File: src/rtl/regfile_wb.sv
// Write-back stage: one-entry result holding register in front of the general register file
// and PSW, with commit bypass on both read ports and a running commit counter.
module regfile_wb #(
    parameter int unsigned NREG  = 8,
    parameter int unsigned CNT_W = 16
) (
    input  logic             clk,
    input  logic             rst_n,
    input  logic [2:0]       rd_a_idx,
    input  logic [2:0]       rd_b_idx,
    output logic [15:0]      rd_a_data,
    output logic [15:0]      rd_b_data,
    input  logic             wb_valid,
    output logic             wb_ready,
    input  logic [2:0]       wb_dst,
    input  logic [15:0]      wb_result,
    input  logic             wb_byte,
    input  logic             wb_reg_en,
    input  logic             wb_psw_en,
    input  logic [15:0]      wb_psw,
    input  logic             psw_ld,
    input  logic [15:0]      psw_ld_data,
    output logic [15:0]      psw_q,
    output logic [CNT_W-1:0] commit_cnt
);

    typedef enum logic [1:0] {StEmpty, StFull, StStall} state_e;

    state_e state_q, state_d;

    logic [15:0]      regs_q [NREG];
    logic [15:0]      psw_reg_q;
    logic [CNT_W-1:0] cnt_q;

    logic [2:0]  h_dst_q;
    logic [15:0] h_result_q;
    logic        h_byte_q;
    logic        h_reg_en_q;
    logic        h_psw_en_q;
    logic [15:0] h_psw_q;

    logic        held;
    logic        commit;
    logic        accept;
    logic        reg_wr;
    logic [15:0] commit_val;

    // A held entry that updates the PSW must wait while a direct PSW load is requested.
    assign held   = (state_q != StEmpty);
    assign commit = held && !(psw_ld && h_psw_en_q);
    assign accept = wb_valid && wb_ready;
    assign reg_wr = commit && h_reg_en_q;

    assign commit_val = h_byte_q ? {regs_q[h_dst_q][15:8], h_result_q[7:0]} : h_result_q;

    // State register
    always_ff @(posedge clk or negedge rst_n) begin
        if (!rst_n) begin
            state_q <= StEmpty;
        end else begin
            state_q <= state_d;
        end
    end

    // Next-state logic
    always_comb begin
        state_d = state_q;
        unique case (state_q)
            StEmpty: begin
                if (accept) state_d = StFull;
            end
            StFull: begin
                if (!commit)     state_d = StStall;
                else if (accept) state_d = StFull;
                else             state_d = StEmpty;
            end
            StStall: begin
                if (commit) state_d = StEmpty;
            end
            default: state_d = StEmpty;
        endcase
    end

    // Output logic
    always_comb begin
        wb_ready = 1'b0;
        unique case (state_q)
            StEmpty: wb_ready = 1'b1;
            StFull:  wb_ready = commit;
            StStall: wb_ready = 1'b0;
            default: wb_ready = 1'b0;
        endcase
    end

    always_ff @(posedge clk or negedge rst_n) begin
        if (!rst_n) begin
            h_dst_q    <= 3'd0;
            h_result_q <= 16'h0000;
            h_byte_q   <= 1'b0;
            h_reg_en_q <= 1'b0;
            h_psw_en_q <= 1'b0;
            h_psw_q    <= 16'h0000;
        end else if (accept) begin
            h_dst_q    <= wb_dst;
            h_result_q <= wb_result;
            h_byte_q   <= wb_byte;
            h_reg_en_q <= wb_reg_en;
            h_psw_en_q <= wb_psw_en;
            h_psw_q    <= wb_psw;
        end
    end

    always_ff @(posedge clk or negedge rst_n) begin
        if (!rst_n) begin
            for (int i = 0; i < int'(NREG); i++) begin
                regs_q[i] <= 16'h0000;
            end
        end else if (reg_wr) begin
            regs_q[h_dst_q] <= commit_val;
        end
    end

    // A committing ALU PSW only occurs with psw_ld low, so the two writes never collide.
    always_ff @(posedge clk or negedge rst_n) begin
        if (!rst_n) begin
            psw_reg_q <= 16'h0000;
        end else if (commit && h_psw_en_q) begin
            psw_reg_q <= h_psw_q;
        end else if (psw_ld) begin
            psw_reg_q <= psw_ld_data;
        end
    end

    always_ff @(posedge clk or negedge rst_n) begin
        if (!rst_n) begin
            cnt_q <= '0;
        end else if (commit) begin
            cnt_q <= cnt_q + CNT_W'(1);
        end
    end

    always_comb begin
        rd_a_data = regs_q[rd_a_idx];
        rd_b_data = regs_q[rd_b_idx];
        if (reg_wr && (rd_a_idx == h_dst_q)) rd_a_data = commit_val;
        if (reg_wr && (rd_b_idx == h_dst_q)) rd_b_data = commit_val;
    end

    assign psw_q      = psw_reg_q;
    assign commit_cnt = cnt_q;

endmodule

File: config.mk
export PLATFORM = sky130hd
export DESIGN_NAME = regfile_wb
export DESIGN_NICKNAME = d
export VERILOG_FILES = /design/src/rtl/regfile_wb.sv
export SDC_FILE = /design/constraint.sdc
export NUM_CORES = 1
export LEC_CHECK = 0
export CORE_MARGIN = 2
export CORE_UTILIZATION = 45
export DETAILED_ROUTE_END_ITERATION = 8
export PLACE_DENSITY = 0.66
export SYNTH_ARGS = -nofsm -noshare
export SYNTH_HDL_FRONTEND = slang
export SYNTH_SLANG_ARGS = --single-unit
export TNS_END_PERCENT = 30
File: constraint.sdc
create_clock -name clk -period 2.5 [get_ports clk]
set_input_delay 0.5 -clock clk [delete_from_list [all_inputs] [get_ports clk]]
set_output_delay 0.5 -clock clk [all_outputs]
set_load 0.02 [all_outputs]
==> results of run 1 <==
[layer usage]
layer  up-vias  global-route usage, %  part of all wire, %
met1      4001                   32.4                   43
met2       226                   37.4                   49
li1       3553                      -                    -
met4         0                   5.95                  1.6
met3        29                   4.82                  6.7
met5         -                      0                    0
[synth_stat cells (all sizes together), types with 5 or more instances]
master	count	share of area, %
dfrtp	200	46
mux2	150	16
nand2	69	2.4
mux4	64	13
buf	44	2.6
o21ai	43	2.0
mux2i	36	3.3
o31ai	30	2.1
clkbuf	27	0.95
a21o	16	1.1
a22o	16	1.3
nor2	14	0.51
nand3	13	0.60
xnor2	13	1.1
nand4	11	0.81
xor2	9	0.73
inv	7	0.24
nand2b	7	0.41
nand4b	6	0.49
a221oi	5	0.62
nor2b	5	0.29
[where the power goes]
group | internal [mW] | switching (mW) | leakage [nW]
clock network | 1.56 | 1.41 | 0.313
registers | 4.44 | 1.10 | 2.48
logic | 3.49 | 2.59 | 3.55
total | 9.49 | 5.10 | 6.34
[cell families (layout without fill, tap and decap cells)]
| kind of cell | Yosys count | count (layout) | share of synthesized area, % |
|---|---|---|---|
| muxes | 250 | 250 | 32.4 |
| DFF | 200 | 200 | 46.3 |
| and+or+nand+nor | 142 | 142 | 6.63 |
| AOI/OAI and AO/OA | 132 | 132 | 9.02 |
| buffers and inverters | 78 | 306 | 3.77 |
| xor gates and xnor gates | 22 | 22 | 1.78 |
| adders and majority gates | 1 | 1 | 0.116 |
[path summary, 6_finish.rpt]
kind / start / to / slack [ps] / cells past startpoint
min: rst_n / h_psw_q[1] / 60 / 1
min reg2reg: psw_q[3] / psw_q[3] / 480 / 1
max in group asynchronous: rst_n / regs_q[54] / 1730 / 2
min in group clk: psw_q[3] / psw_q[3] / 480 / 1
max reg2reg: h_dst_q[1] / regs_q[6] / 420 / 9
max: h_dst_q[1] / rd_b_data[13] / -280 / 6
[metrics by stage]
| step | std cells | hold slack [ps] | cell area (µm²) |
|---|---|---|---|
| after detailed placement | 1321 | 464 | 13300 |
| after global routing | 1372 | 89.2 | 14300 |
| after global placement | 1321 | 455 | 13300 |
| after floorplan | 825 | 204 | 10800 |
| after CTS | 1364 | 77.6 | 14200 |
| final | 1372 | 63.2 | 14300 |
[registers in the layout (all words and copies together) (netlist names), 2 cells and up]
| name | flops |
|---|---|
| commit_cnt | 16 |
| h_dst_q | 3 |
| state_q | 2 |
| h_result_q | 16 |
| h_psw_q | 16 |
| psw_q | 16 |
| regs_q | 128 |
[cells in the final DEF, fill, tap and decap left out, types with 6 or more instances in the layout]
| cell | count |
|---|---|
| dfrtp_1 | 198 |
| mux4_2 | 64 |
| buf_2 | 14 |
| xnor2_1 | 9 |
| o31ai_1 | 25 |
| nand3_1 | 12 |
| o21ai_0 | 40 |
| a21o_1 | 16 |
| clkbuf_16 | 18 |
| nand2_1 | 67 |
| nor2_1 | 13 |
| clkinv_8 | 6 |
| nand4b_1 | 6 |
| mux2i_1 | 33 |
| buf_4 | 111 |
| mux2_2 | 146 |
| buf_12 | 23 |
| buf_6 | 21 |
| a22o_1 | 16 |
| xor2_1 | 9 |
| clkdlybuf4s50_1 | 88 |
| nand4_1 | 8 |
[layout make-up]
| cell class | count | area (µm²) |
|---|---|---|
| Fill cell | 1913 | 9220 |
| Multi-Input combinational cell | 547 | 5630 |
| Sequential cell | 200 | 5010 |
| Timing Repair Buffer | 267 | 2610 |
| Clock buffer | 17 | 425 |
| Tap cell | 319 | 399 |
| Clock inverter | 15 | 228 |
| Inverter | 7 | 26.3 |
[timing repair]
item,CTS,global route
buffers inserted,11,8
resized for setup,216,18
setup endpoints to repair,33,32
pin swaps,21,6
gates cloned,1,0
==> summary.md, run 1 <==
| Metric | Value |
|---|---|
| CP top delay family | `simple AND/OR/NAND/NOR gates` |
| Post-Syn Area per Cell | `13.1 µm²` |
| Worst hold path type | `input port to asynchronous set/reset pin` |
| Antenna cells | `0` |
| Final WL | `28700 µm` |
| Vias in the first global route | `8112` |
| Die Height | `159 µm` |
| Syn nets | `890` |
| NumNets Final | `1105` |
| Least-Margin Pin Slew | `621 ps` |
| Design Power | `14.6 mW` |
| Cell Chain, Critical Path | `clkbuf_16, or4b_4, a41oi_2, a21oi_2, mux2i_1, buf_4` |
| Failing checks | `negative setup slack` |
| MaxCap Viol Count | `0` |
| H-Tree Depth | `4` |
| #FFs+latches synth | `200` |
| Hold buffers post-CTS | `0` |
| Critical Path Start Type | `flip-flop` |
| Synth warn | `0` |
| Rows | `56` |
| Pin count of the biggest net entering global routing | `70` |
| Worst Path Buf+Inv | `2` |
| DRC Markers | `0` |
| Post-DP HPWL | `19700 µm` |
| Clk slew on worst S/H paths | `80 ps` |
| Initial Utilization | `45.9%` |
| Post-synth EDFFs | `0` |
| Fmax achieved | `360 MHz` |
| PD cells | `1020 nW/µm²` |
| Synth-to-Final Area Change | `32.5%` |
| Clk_lat worst skew | `440 ps` |
| CTS Root Cell | `clkbuf_16` |
| Fin. Hold Viols | `0` |
| Worst EP arrival | `2280 ps` |
| Initial antenna violation count | `0` |
| All-layer global routing usage | `23.2%` |
| Final core occ | `60.8%` |
| Critical path class | `flip-flop to output port` |
| Die width | `159 µm` |
| RSZ-0062 raised after global routing | `true` |
| CTS tree | `yes` |
| Crit-path max cell delay | `510 ps` |
| Clock skew | `14.9 ps` |
| GP Congestion | `0.859` |
| Post-layout min period | `2780 ps` |
| Routed vias/inst | `5.69` |
| Syn Inst Count | `825` |
| WL/cell | `20.9 µm` |
| Final worst-path cycle share | `111%` |
| Status | `complete, but fails checks` |
| Pre-Repair DR Iteration Count | `5` |
| Iter 0 DRT Violations | `427` |
| Share of cells above drive strength 1 | `44.7%` |
| Number of routed nets with antenna violations | `0` |
| Slew headroom | `58.6%` |
| Die ar. | `25300 µm²` |
| Setup slack at placement | `-949 ps` |
| Setup TNS | `-5970 ps` |
| GRT overflow | `0` |
| CTS sink cnt | `200` |
| Synth Cell Area | `10800 µm²` |
| Worst EP required | `2000 ps` |
| VDD IR-drop max | `574 µV` |
| Setup ws final | `-275 ps` |
| Slowest-stage cell, CP | `or4b_4` |
| Max Slew Vio Count | `0` |
| IO Pins | `129` |
| First-pass GRT wire length | `45900 µm` |
| Final Setup Violations | `32` |
| Crit end category | `output port` |
| Core Region | `23500 µm²` |
| P_leak | `6.34 nW` |
| PortBufs | `128` |
| Critical path peak fanout | `6` |
| TritonCTS buffer count | `17` |
| CTS max path bufs | `2` |
| Share of synthesized flip-flops with an asynchronous set or reset | `100%` |
| Main synth FF type | `dfrtp_1` |
| Post-synth cell types | `53` |
| Sequential element share of the synthesized area | `46.3%` |
| Routed vias | `7809` |
(Power assumes the default switching activity.)
==> run 2, diff against run 1 <==
Settings changed: ABC_AREA set to 0.
==> results of run 2 <==
The final DEF is identical to that of run 1; final timing and power are the same.
